$ cat config.mk
export PLATFORM = sky130hd
export DESIGN_NAME = alu_pipe_flat
export DESIGN_NICKNAME = d
export VERILOG_FILES = /design/src/rtl/alu_pkg.sv /design/src/rtl/alu_pipe_if.sv /design/src/rtl/alu_mul_iter.sv /design/src/rtl/alu_pipe.sv /design/src/flat_wrapper.sv
export SDC_FILE = /design/constraint.sdc
export NUM_CORES = 1
export LEC_CHECK = 0
export CORE_ASPECT_RATIO = 1.1
export CORE_MARGIN = 2
export CORE_UTILIZATION = 49
export DETAILED_ROUTE_END_ITERATION = 10
export DONT_BUFFER_PORTS = 1
export HOLD_SLACK_MARGIN = 0.1
export SETUP_SLACK_MARGIN = 0.3
export SLEW_MARGIN = 25
export SYNTH_ARGS = -nofsm -noshare
export SYNTH_HDL_FRONTEND = slang
export SYNTH_SLANG_ARGS = --single-unit
$ cat constraint.sdc
create_clock -name clk -period 6.75 [get_ports clk]
set_input_delay 1.0125 -clock clk [delete_from_list [all_inputs] [get_ports clk]]
set_output_delay 1.0125 -clock clk [all_outputs]
set_load 0.05 [all_outputs]
$ cat src/rtl/alu_pkg.sv
// alu_pkg: shared definitions for the pipelined ALU slice.
//   - opcode encodings (OP_NOP .. OP_MUL)
//   - FSM state encoding (ST_IDLE, ST_MUL_BUSY)
//   - bit positions of the status flags inside the packed flag register
// Optional feature macro used by the importing files: ALU_PIPE_MUL_EN.
package alu_pkg;

  localparam logic [5:0] OP_NOP = 6'h00;
  localparam logic [5:0] OP_NOT = 6'h02;
  localparam logic [5:0] OP_MAX = 6'h03;
  localparam logic [5:0] OP_AND = 6'h04;
  localparam logic [5:0] OP_ADD = 6'h05;
  localparam logic [5:0] OP_MIN = 6'h06;
  localparam logic [5:0] OP_NEG = 6'h07;
  localparam logic [5:0] OP_SUB = 6'h08;
  localparam logic [5:0] OP_MUL = 6'h09;
  localparam logic [5:0] OP_AVG = 6'h0A;
  localparam logic [5:0] OP_XOR = 6'h0C;
  localparam logic [5:0] OP_ABS = 6'h0D;
  localparam logic [5:0] OP_OR  = 6'h0F;

  typedef enum logic [0:0] {
    ST_IDLE     = 1'b0,
    ST_MUL_BUSY = 1'b1
  } state_t;

  localparam int FLAG_Z   = 0;
  localparam int FLAG_N   = 1;
  localparam int FLAG_V   = 2;
  localparam int FLAG_ERR = 3;
  localparam int FLAG_W   = 4;

endpackage

$ cat src/rtl/alu_pipe_if.sv
// alu_pipe_if: operation/result handshake bundle between the register-file
// read stage (master) and the ALU (slave).
//   request : in_valid, in_ready, opcode, a, b, in_tag
//   response: out_valid, out_ready, result, out_tag, flag_z/n/v/err
// Parameters WIDTH and TAG_W must match the ALU instance.
interface alu_pipe_if #(
  parameter int WIDTH = 32,
  parameter int TAG_W = 4
);
  logic             in_valid;
  logic             in_ready;
  logic [5:0]       opcode;
  logic [WIDTH-1:0] a;
  logic [WIDTH-1:0] b;
  logic [TAG_W-1:0] in_tag;
  logic             out_valid;
  logic             out_ready;
  logic [WIDTH-1:0] result;
  logic [TAG_W-1:0] out_tag;
  logic             flag_z;
  logic             flag_n;
  logic             flag_v;
  logic             flag_err;

  modport master (
    output in_valid, opcode, a, b, in_tag, out_ready,
    input  in_ready, out_valid, result, out_tag, flag_z, flag_n, flag_v, flag_err
  );

  modport slave (
    input  in_valid, opcode, a, b, in_tag, out_ready,
    output in_ready, out_valid, result, out_tag, flag_z, flag_n, flag_v, flag_err
  );
endinterface

$ cat src/rtl/alu_mul_iter.sv
// alu_mul_iter: iterative signed multiplier, one shift-add step per cycle.
//   clk, rst  : clock, synchronous active-high reset (abandons any product)
//   start     : load operands a, b and begin WIDTH iterations
//   done      : high during the cycle of the last iteration; product and
//               overflow are valid in that same cycle
//   product   : low WIDTH bits of the signed product
//   overflow  : full signed product does not fit in WIDTH signed bits
// Used by alu_pipe only when ALU_PIPE_MUL_EN is defined.
module alu_mul_iter #(
  parameter int WIDTH = 32
) (
  input  logic             clk,
  input  logic             rst,
  input  logic             start,
  input  logic [WIDTH-1:0] a,
  input  logic [WIDTH-1:0] b,
  output logic             done,
  output logic [WIDTH-1:0] product,
  output logic             overflow
);
  localparam int CW = $clog2(WIDTH);
  localparam logic [CW-1:0] LAST = CW'(WIDTH - 1);

  logic               busy;
  logic [CW-1:0]      count;
  logic               neg_q;
  logic [WIDTH-1:0]   mplier;
  logic [2*WIDTH-1:0] mcand;
  logic [2*WIDTH-1:0] acc;
  logic [2*WIDTH-1:0] acc_next;
  logic [2*WIDTH-1:0] prod_full;
  logic [WIDTH:0]     upper;
  logic [WIDTH-1:0]   abs_a;
  logic [WIDTH-1:0]   abs_b;

  // Magnitudes as unsigned; the most-negative value maps to 2^(WIDTH-1),
  // which still fits in WIDTH unsigned bits.
  assign abs_a = a[WIDTH-1] ? (~a + 1'b1) : a;
  assign abs_b = b[WIDTH-1] ? (~b + 1'b1) : b;

  assign acc_next  = acc + (mplier[0] ? mcand : '0);
  assign prod_full = neg_q ? (~acc_next + 1'b1) : acc_next;
  assign upper     = prod_full[2*WIDTH-1:WIDTH-1];

  assign done     = busy && (count == LAST);
  assign product  = prod_full[WIDTH-1:0];
  assign overflow = !((&upper) || !(|upper));

  // Unsigned shift-add on the magnitudes; the sign is reapplied to the
  // combinational sum so the final step needs no extra cycle.
  always_ff @(posedge clk) begin
    if (rst) begin
      busy   <= 1'b0;
      count  <= '0;
      neg_q  <= 1'b0;
      mplier <= '0;
      mcand  <= '0;
      acc    <= '0;
    end else if (start) begin
      busy   <= 1'b1;
      count  <= '0;
      neg_q  <= a[WIDTH-1] ^ b[WIDTH-1];
      mplier <= abs_b;
      mcand  <= {{WIDTH{1'b0}}, abs_a};
      acc    <= '0;
    end else if (busy) begin
      acc    <= acc_next;
      mcand  <= mcand << 1;
      mplier <= mplier >> 1;
      count  <= count + 1'b1;
      if (done) begin
        busy <= 1'b0;
      end
    end
  end
endmodule

$ cat src/rtl/alu_pipe.sv
// alu_pipe: registered ALU with valid/ready on both sides, status flags,
// a pass-through tag and an overflow-safe average.
//   clk, rst : clock, synchronous active-high reset
//   bus      : alu_pipe_if.slave (operation in, result/flags/tag out)
// Optional macro ALU_PIPE_MUL_EN adds the iterative signed MUL (opcode 0x09);
// without it 0x09 is an unknown opcode and the FSM never leaves ST_IDLE.
module alu_pipe
  import alu_pkg::*;
#(
  parameter int WIDTH = 32,
  parameter int TAG_W = 4
) (
  input  logic     clk,
  input  logic     rst,
  alu_pipe_if.slave bus
);
  localparam int MSB = WIDTH - 1;
  localparam logic [WIDTH-1:0] MOST_NEG = {1'b1, {(WIDTH-1){1'b0}}};

  state_t state, state_next;

  logic              in_ready;
  logic              accept;
  logic              is_mul;
  logic              mul_done;
  logic [WIDTH-1:0]  mul_res;
  logic              mul_v;

  logic [WIDTH-1:0]  sum, diff, neg_a;
  logic [WIDTH:0]    avg_sum, avg_adj;
  logic [WIDTH-1:0]  alu_res;
  logic              alu_v, alu_err;

  logic              load_out;
  logic [WIDTH-1:0]  load_res;
  logic              load_v, load_err;
  logic [TAG_W-1:0]  load_tag;

  logic              out_valid_q;
  logic [WIDTH-1:0]  result_q;
  logic [TAG_W-1:0]  tag_q;
  logic [TAG_W-1:0]  mul_tag_q;
  logic [FLAG_W-1:0] flags_q;

  assign in_ready = (state == ST_IDLE) && (!out_valid_q || bus.out_ready);
  assign accept   = bus.in_valid && in_ready;

`ifdef ALU_PIPE_MUL_EN
  logic mul_start;
  assign is_mul    = (bus.opcode == OP_MUL);
  assign mul_start = accept && is_mul;

  alu_mul_iter #(.WIDTH(WIDTH)) u_mul (
    .clk      (clk),
    .rst      (rst),
    .start    (mul_start),
    .a        (bus.a),
    .b        (bus.b),
    .done     (mul_done),
    .product  (mul_res),
    .overflow (mul_v)
  );
`else
  assign is_mul   = 1'b0;
  assign mul_done = 1'b0;
  assign mul_res  = '0;
  assign mul_v    = 1'b0;
`endif

  assign sum   = bus.a + bus.b;
  assign diff  = bus.a - bus.b;
  assign neg_a = ~bus.a + 1'b1;

  // Sign-extended sum cannot overflow; a negative odd sum is nudged up by
  // one so the arithmetic shift rounds toward zero instead of down.
  assign avg_sum = {bus.a[MSB], bus.a} + {bus.b[MSB], bus.b};
  assign avg_adj = avg_sum + {{WIDTH{1'b0}}, avg_sum[WIDTH] & avg_sum[0]};

  // Single-cycle datapath; NOP replays the held result with clean V/ERR.
  always_comb begin
    alu_res = '0;
    alu_v   = 1'b0;
    alu_err = 1'b0;
    case (bus.opcode)
      OP_NOP: alu_res = result_q;
      OP_ADD: begin
        alu_res = sum;
        alu_v   = (bus.a[MSB] == bus.b[MSB]) && (sum[MSB] != bus.a[MSB]);
      end
      OP_SUB: begin
        alu_res = diff;
        alu_v   = (bus.a[MSB] != bus.b[MSB]) && (diff[MSB] != bus.a[MSB]);
      end
      OP_NEG: begin
        alu_res = neg_a;
        alu_v   = (bus.a == MOST_NEG);
      end
      OP_ABS: begin
        alu_res = bus.a[MSB] ? neg_a : bus.a;
        alu_v   = (bus.a == MOST_NEG);
      end
      OP_MAX: alu_res = ($signed(bus.a) > $signed(bus.b)) ? bus.a : bus.b;
      OP_MIN: alu_res = ($signed(bus.a) < $signed(bus.b)) ? bus.a : bus.b;
      OP_AVG: alu_res = avg_adj[WIDTH:1];
      OP_NOT: alu_res = ~bus.a;
      OP_OR:  alu_res = bus.a | bus.b;
      OP_AND: alu_res = bus.a & bus.b;
      OP_XOR: alu_res = bus.a ^ bus.b;
      default: alu_err = 1'b1;
    endcase
  end

  // Next-state and output-register load selection.
  always_comb begin
    state_next = state;
    load_out   = 1'b0;
    load_res   = alu_res;
    load_v     = alu_v;
    load_err   = alu_err;
    load_tag   = bus.in_tag;
    case (state)
      ST_IDLE: begin
        if (accept) begin
          if (is_mul) begin
            state_next = ST_MUL_BUSY;
          end else begin
            load_out = 1'b1;
          end
        end
      end
      ST_MUL_BUSY: begin
        load_res = mul_res;
        load_v   = mul_v;
        load_err = 1'b0;
        load_tag = mul_tag_q;
        if (mul_done) begin
          load_out   = 1'b1;
          state_next = ST_IDLE;
        end
      end
      default: state_next = ST_IDLE;
    endcase
  end

  // State register, output register and the tag parked during a MUL.
  always_ff @(posedge clk) begin
    if (rst) begin
      state       <= ST_IDLE;
      out_valid_q <= 1'b0;
      result_q    <= '0;
      tag_q       <= '0;
      mul_tag_q   <= '0;
      flags_q     <= '0;
    end else begin
      state <= state_next;
      if (load_out) begin
        out_valid_q       <= 1'b1;
        result_q          <= load_res;
        tag_q             <= load_tag;
        flags_q[FLAG_Z]   <= (load_res == '0);
        flags_q[FLAG_N]   <= load_res[MSB];
        flags_q[FLAG_V]   <= load_v;
        flags_q[FLAG_ERR] <= load_err;
      end else if (bus.out_ready) begin
        out_valid_q <= 1'b0;
      end
      if (accept && is_mul) begin
        mul_tag_q <= bus.in_tag;
      end
    end
  end

  assign bus.in_ready  = in_ready;
  assign bus.out_valid = out_valid_q;
  assign bus.result    = result_q;
  assign bus.out_tag   = tag_q;
  assign bus.flag_z    = flags_q[FLAG_Z];
  assign bus.flag_n    = flags_q[FLAG_N];
  assign bus.flag_v    = flags_q[FLAG_V];
  assign bus.flag_err  = flags_q[FLAG_ERR];
endmodule

$ cat src/flat_wrapper.sv
// flat-port wrapper written by rule: the top's interface ports become plain ports
module alu_pipe_flat import alu_pkg::*;
#(
  parameter int WIDTH = 32,
  parameter int TAG_W = 4
)
  (clk, rst, bus_in_valid, bus_opcode, bus_a, bus_b, bus_in_tag, bus_out_ready, bus_in_ready, bus_out_valid, bus_result, bus_out_tag, bus_flag_z, bus_flag_n, bus_flag_v, bus_flag_err);
  alu_pipe_if #(.WIDTH(WIDTH), .TAG_W(TAG_W)) bus_i ();
  input  logic clk;
  input  logic rst;
  input wire logic [$bits(bus_i.in_valid)-1:0] bus_in_valid;
  input wire logic [$bits(bus_i.opcode)-1:0] bus_opcode;
  input wire logic [$bits(bus_i.a)-1:0] bus_a;
  input wire logic [$bits(bus_i.b)-1:0] bus_b;
  input wire logic [$bits(bus_i.in_tag)-1:0] bus_in_tag;
  input wire logic [$bits(bus_i.out_ready)-1:0] bus_out_ready;
  output wire logic [$bits(bus_i.in_ready)-1:0] bus_in_ready;
  output wire logic [$bits(bus_i.out_valid)-1:0] bus_out_valid;
  output wire logic [$bits(bus_i.result)-1:0] bus_result;
  output wire logic [$bits(bus_i.out_tag)-1:0] bus_out_tag;
  output wire logic [$bits(bus_i.flag_z)-1:0] bus_flag_z;
  output wire logic [$bits(bus_i.flag_n)-1:0] bus_flag_n;
  output wire logic [$bits(bus_i.flag_v)-1:0] bus_flag_v;
  output wire logic [$bits(bus_i.flag_err)-1:0] bus_flag_err;
  assign bus_i.in_valid = bus_in_valid;
  assign bus_i.opcode = bus_opcode;
  assign bus_i.a = bus_a;
  assign bus_i.b = bus_b;
  assign bus_i.in_tag = bus_in_tag;
  assign bus_i.out_ready = bus_out_ready;
  assign bus_in_ready = bus_i.in_ready;
  assign bus_out_valid = bus_i.out_valid;
  assign bus_result = bus_i.result;
  assign bus_out_tag = bus_i.out_tag;
  assign bus_flag_z = bus_i.flag_z;
  assign bus_flag_n = bus_i.flag_n;
  assign bus_flag_v = bus_i.flag_v;
  assign bus_flag_err = bus_i.flag_err;
  alu_pipe #(.WIDTH(WIDTH), .TAG_W(TAG_W)) u_core (.clk(clk), .rst(rst), .bus(bus_i));
endmodule
# Yosys cells after proc, flatten, opt, wreduce, memory -nomap -nowiden

Index checks and enable logic that the tools add are counted.

Add/sub/neg operators: 5
$lt $le $gt $ge: 2
Equality and inequality tests: 16
Muxes and demuxes: 15
Bitwise logic cells: 6
Reduce and logical (&&, ||, !) cells: 11

Operator list:

| kind                  | count |
|---|---|
| $pmux 32 s12          | 1 |
| $mux 32               | 4 |
| $add 32x32->33        | 1 |
| $add 33x1->33         | 1 |
| $add 32x1->32 const B | 1 |
| $add 32x32->32        | 1 |
| $and 32x32->32        | 1 |
| $eq 32x32->1 const B  | 1 |
| $gt 32x32->1          | 1 |
| $logic_not 32->1      | 1 |
| $lt 32x32->1          | 1 |
| $not 32->32           | 1 |
| $or 32x32->32         | 1 |
| $sub 32x32->32        | 1 |
| $xor 32x32->32        | 1 |
| $eq 6x4->1 const B    | 5 |
| $eq 6x3->1 const B    | 4 |
| $eq 6x2->1 const B    | 2 |
| $reduce_or 12->1      | 1 |
| $logic_not 6->1       | 1 |
| $mux 1                | 6 |
| $logic_and 1x1->1     | 4 |
| $mux 4                | 1 |
| $pmux 1 s2            | 2 |
| 9 further kinds       | 11 |

Register bits after elaboration: 42
Output and inout port bits: 42
Word-level logic and storage cells: 60

# Depth between registers and ports, before layout

Depth in word-level cells: 7
Mapped depth: 22
Gate-level depth less buffers: 20

# Worst setup path before layout

OpenSTA, ideal clock, no wires.

Kind: input -> register
Start point: input port bus_a[7]
End point: register u_core.flags_q[0]
Arrival time: 5.376 ns
Data required time: 6.634 ns
Slack: 1.257 ns
Stages on the path: 21
Buffers on the path: 2
Cells stage by stage: clkbuf_1 > inv_1 > ha_1 > buf_4 > a21oi_1 > o211ai_1 > a21o_1 > o211a_1 > o21a_1 > nor2b_1 > ha_1 > nand2_1 > nor3b_1 > nand3_1 > or3_1 > nor4b_1 > nand4_1 > xnor2_1 > o211a_1 > and4_1 > a41o_1

Longest elaborated chain between the ends: 6
Elaborated cells on any way between the ends: 18

Ends and longest elaborated chain:

| item                                                 | RTL line                                        | text |
|---|---|---|
| start, declared                                      | flat_wrapper.sv:13                              | `input wire logic [$bits(bus_i.a)-1:0] bus_a;` |
| $add 32x32->33 / $not 32->32 (equally long branches) | alu_pipe.sv:76, alu_pipe.sv:72, alu_pipe.sv:105 |  |
| $and 1x1->1 / $add 32x1->32 (equally long branches)  | alu_pipe.sv:77, alu_pipe.sv:72                  |  |
| $add 33x1->33 / $mux 32 (equally long branches)      | alu_pipe.sv:77, alu_pipe.sv:99                  |  |
| $pmux 32 s12 *                                       | alu_pipe.sv:84                                  | `case (bus.opcode)` |
| $mux 32 *                                            | alu_pipe.sv:121                                 | `case (state)` |
| $logic_not 32->1 *                                   | alu_pipe.sv:160                                 | `flags_q[FLAG_Z] <= (load_res == '0);` |
| end signal, assigned by index                        | alu_pipe.sv:160                                 |  |
| end signal, assigned by index                        | alu_pipe.sv:161                                 | `flags_q[FLAG_N] <= load_res[MSB];` |
| end signal, assigned by index                        | alu_pipe.sv:162                                 | `flags_q[FLAG_V] <= load_v;` |
| end, declared                                        | alu_pipe.sv:43                                  | `logic [FLAG_W-1:0] flags_q;` |

Every way passes the cells marked *; elsewhere a longest branch is shown, timed or not.
A chain may end at the register's enable or synchronous reset.

# Final worst setup path

Start point: input port bus_a[19]
End point: register u_core.flags_q[0]

Same word-level chain as after synthesis.

==> qor.yml <==
status:
  status: "complete, no violations"
timing:
  post-route-period-util: 0.854
  timing.final.crit_period_ps: 5770
  relSlewSlack: 0.225
  timing.final.setup_violations: 0
  skew_ps: 8.68
  final-hold-violation-count: 0
  worst_pin_slew_ps: 1150
  rsz0062_at_grt: "no"
  fin_tns_setup_ps: 0
  timing.fmax_mhz: 173
  finalMaxSlewViolations: 0
cells_and_area:
  fillers: 2157
  multi_input_area_um2: 8770
  diodes: 0
  fin_area_um2: 10900
  nets: 1680
  syn2layout_area_growth_pct: 5.17
  drive_above_1_share: 0.0806
  register_area_um2: 801
global_routing:
  grt_pass1_vias: 12300
  grt_pass1_wl_mm: 76.4
  grt_usage: 0.453
  grt_max_degree: 60
  overflow: 0
  antenna_found_initial: 0
synth:
  ys.flop_type: "dfxtp_1"
  yosysTopAreaCell: "ha_1"
  post-synth-top-area-fraction: 0.120
  synth_fp_nets: 1709
  yosysWarnings: 0
  post_synth.cell_area_avg_um2: 6.75
  synth_seq_area_share: 0.0775
  async_flop_share: 0
  ys_types: 92
  synth-seq-cells: 40
  synth_cells: 1530
  ys_top_cells_by_area: "ha_1 12%, dfxtp_1 7.8%, a21oi_1 6.6%"
  syn-cell-area_um2: 10300
  synth_edf_count: 0
pwr:
  vdd_ir_drop_max_mv: 0.0939
  power_switching_uw: 784
  p_leak_uw: 0.00420
  intPower_uw: 691
  p_per_area_nw_per_um2: 136
  swShare: 0.532
  p_seq_frac: 0.223
  clkPwrFrac: 0.184
  combPwrFrac: 0.593
placement:
  placed_cell_area_um2: 10700
  gp_congestion: 1.09
  port_buffers: 0
  hpwl_mm: 38.0
detailed_routing:
  num_vias: 13100
  ant_nets: 0
  drtIter0Drc: 2102
  wirelength_mm: 51.6
  vias_per_cell: 7.46
  drc_errors: 0
  dr.pass1.iters: 7
  wl_per_cell_um: 29.3
cts:
  cts_resized: 0
  clk_latency_ps: 310
  cts_inserted_buffers: 5
  clk_path_buf_depth: 2
  cts_root_buf: "clkbuf_16"
  numClockSinks: 40
  postCtsSetupRepairBufs: 0
  cts_tree: "done"
  ctsHoldBuffers: 0
  path_clk_slew_ps: 80
  cts_htree_levels: 2
floorplanning:
  die_area_um2: 22300
  core-area_um2: 20600
  die_x_um: 142
  rows: 55
  initial_core_util: 0.500
  dieHeight_um: 156
  ios: 120
flow_run:
  maxCapViolCount: 0
setup_path:
  required_ps: 7000
  path_class: "input port to register"
  rr_worst_depth: 13
  cp_max_fo: 17
  arrival_ps: 6020
  cp-start-kind: "input port"
  critPathCaptureType: "register"
  regToRegStartpoint: "u_core.bus.out_valid"
  cp-startpoint: "bus_a[19]"
worst_hold_path:
  hold_class: "register to register"
  min-delay-start: "u_core.bus.out_tag[3]"
  min_path_cells: 2
==> flip-flops by register name, indices dropped and copies added (netlist names) <==
register	flops
u_core.bus.result	31
u_core.flags_q	4
u_core.bus.out_valid	1
u_core.bus.out_tag	4
==> power by group through the flow <==
stage               registers, uW  logic [uW]  clock network (uW)
detailed placement            334         831                   0
floorplan                     325         606                   0
global route                  331         928                 281
global placement              334         831                   0
finish                        329         874                 272
CTS                           329         837                 273
==> layout by cell type (no fill, tap or decap), types with 17 or more instances in the layout <==
cell type / count
nor2_1: 152
a21oi_1: 137
nand2_1: 115
ha_1: 99
inv_1: 95
o21ai_0: 76
buf_4: 63
xnor2_1: 60
nor3_1: 58
nand3_1: 50
a211oi_1: 44
dfxtp_1: 40
a221oi_1: 31
o211ai_1: 29
a22oi_1: 25
nand4_1: 23
o221ai_1: 23
or3_1: 21
o31ai_1: 19
xor2_1: 17
==> synth_stat cells (all sizes together), types with 25 or more instances <==
master  number
a21oi      139
nor3        62
a211oi      46
a221oi      32
inv         95
clkbuf      72
o221ai      25
o21ai       83
o211ai      29
nand2      116
a22oi       25
xnor2       60
ha          99
buf         27
dfxtp       40
nand3       50
nor2       157
==> worst paths after layout <==
path	end	slack, ps
hold / removal	u_core.bus.out_tag[3]	690
hold reg to reg	u_core.bus.out_tag[3]	690
setup / recovery	u_core.flags_q[0]	980
setup reg to reg	u_core.flags_q[0]	3230
==> per-stage QoR <==
| step | utilization | total power, uW | hold slack, ps | worst slack, ps | cells |
|---|---|---|---|---|---|
| floorplan | - | 931 | 675 | 1260 | 1530 |
| global placement | 0.519 | 1170 | 677 | 819 | 1750 |
| detailed placement | 0.519 | 1170 | 684 | 823 | 1750 |
| CTS | 0.526 | 1440 | 693 | 1130 | 1758 |
| global route | 0.526 | 1540 | 714 | 665 | 1758 |
| finish | 0.526 | 1470 | 690 | 984 | 1758 |
==> worst max-delay path, stage by stage <==
cell	delay (ps)
inv_1	70
ha_1	520
a21oi_1	350
o21ai_1	240
a41o_1	340
a211o_1	320
o21a_1	230
nor2b_1	120
ha_1	190
nand2_1	90
nor3b_1	220
buf_4	190
and2_1	200
nand4_1	130
xor2_1	200
a221oi_1	450
nand2_1	240
nor4_1	220
nand3_1	160
nor4_1	320
a41o_1	200
==> final cells by class <==
class / count / share of cell area
timing repair buffer: 63 / 0.0435
sequential: 40 / 0.0737
inverter: 95 / 0.0328
tap: 256 / 0.0295
clock inverter: 3 / 0.00173
multi-input combinational: 1296 / 0.807
clock buffer: 5 / 0.0115
==> cells by family (layout without fill, tap and decap cells) <==
kind of cell               Yosys count  count (layout)  synth area share
DFF                                 40              40            0.0775
buffers and inverters              194             166            0.0756
xor gates and xnor gates            77              77            0.0653
AOI/OAI and AO/OA                  566             566             0.386
muxes                                9               9           0.00933
and+or+nand+nor                    543             543             0.262
adders and majority gates          101             101             0.124
==> layer usage <==
metal	track usage	wire length [um]	up-vias
li1	-	-	5749
met1	0.594	19800	6085
met2	0.679	21300	1065
met3	0.118	7200	220
met4	0.239	3250	0
met5	0	0	-
Note: power is estimated with default switching activity, not from simulation.
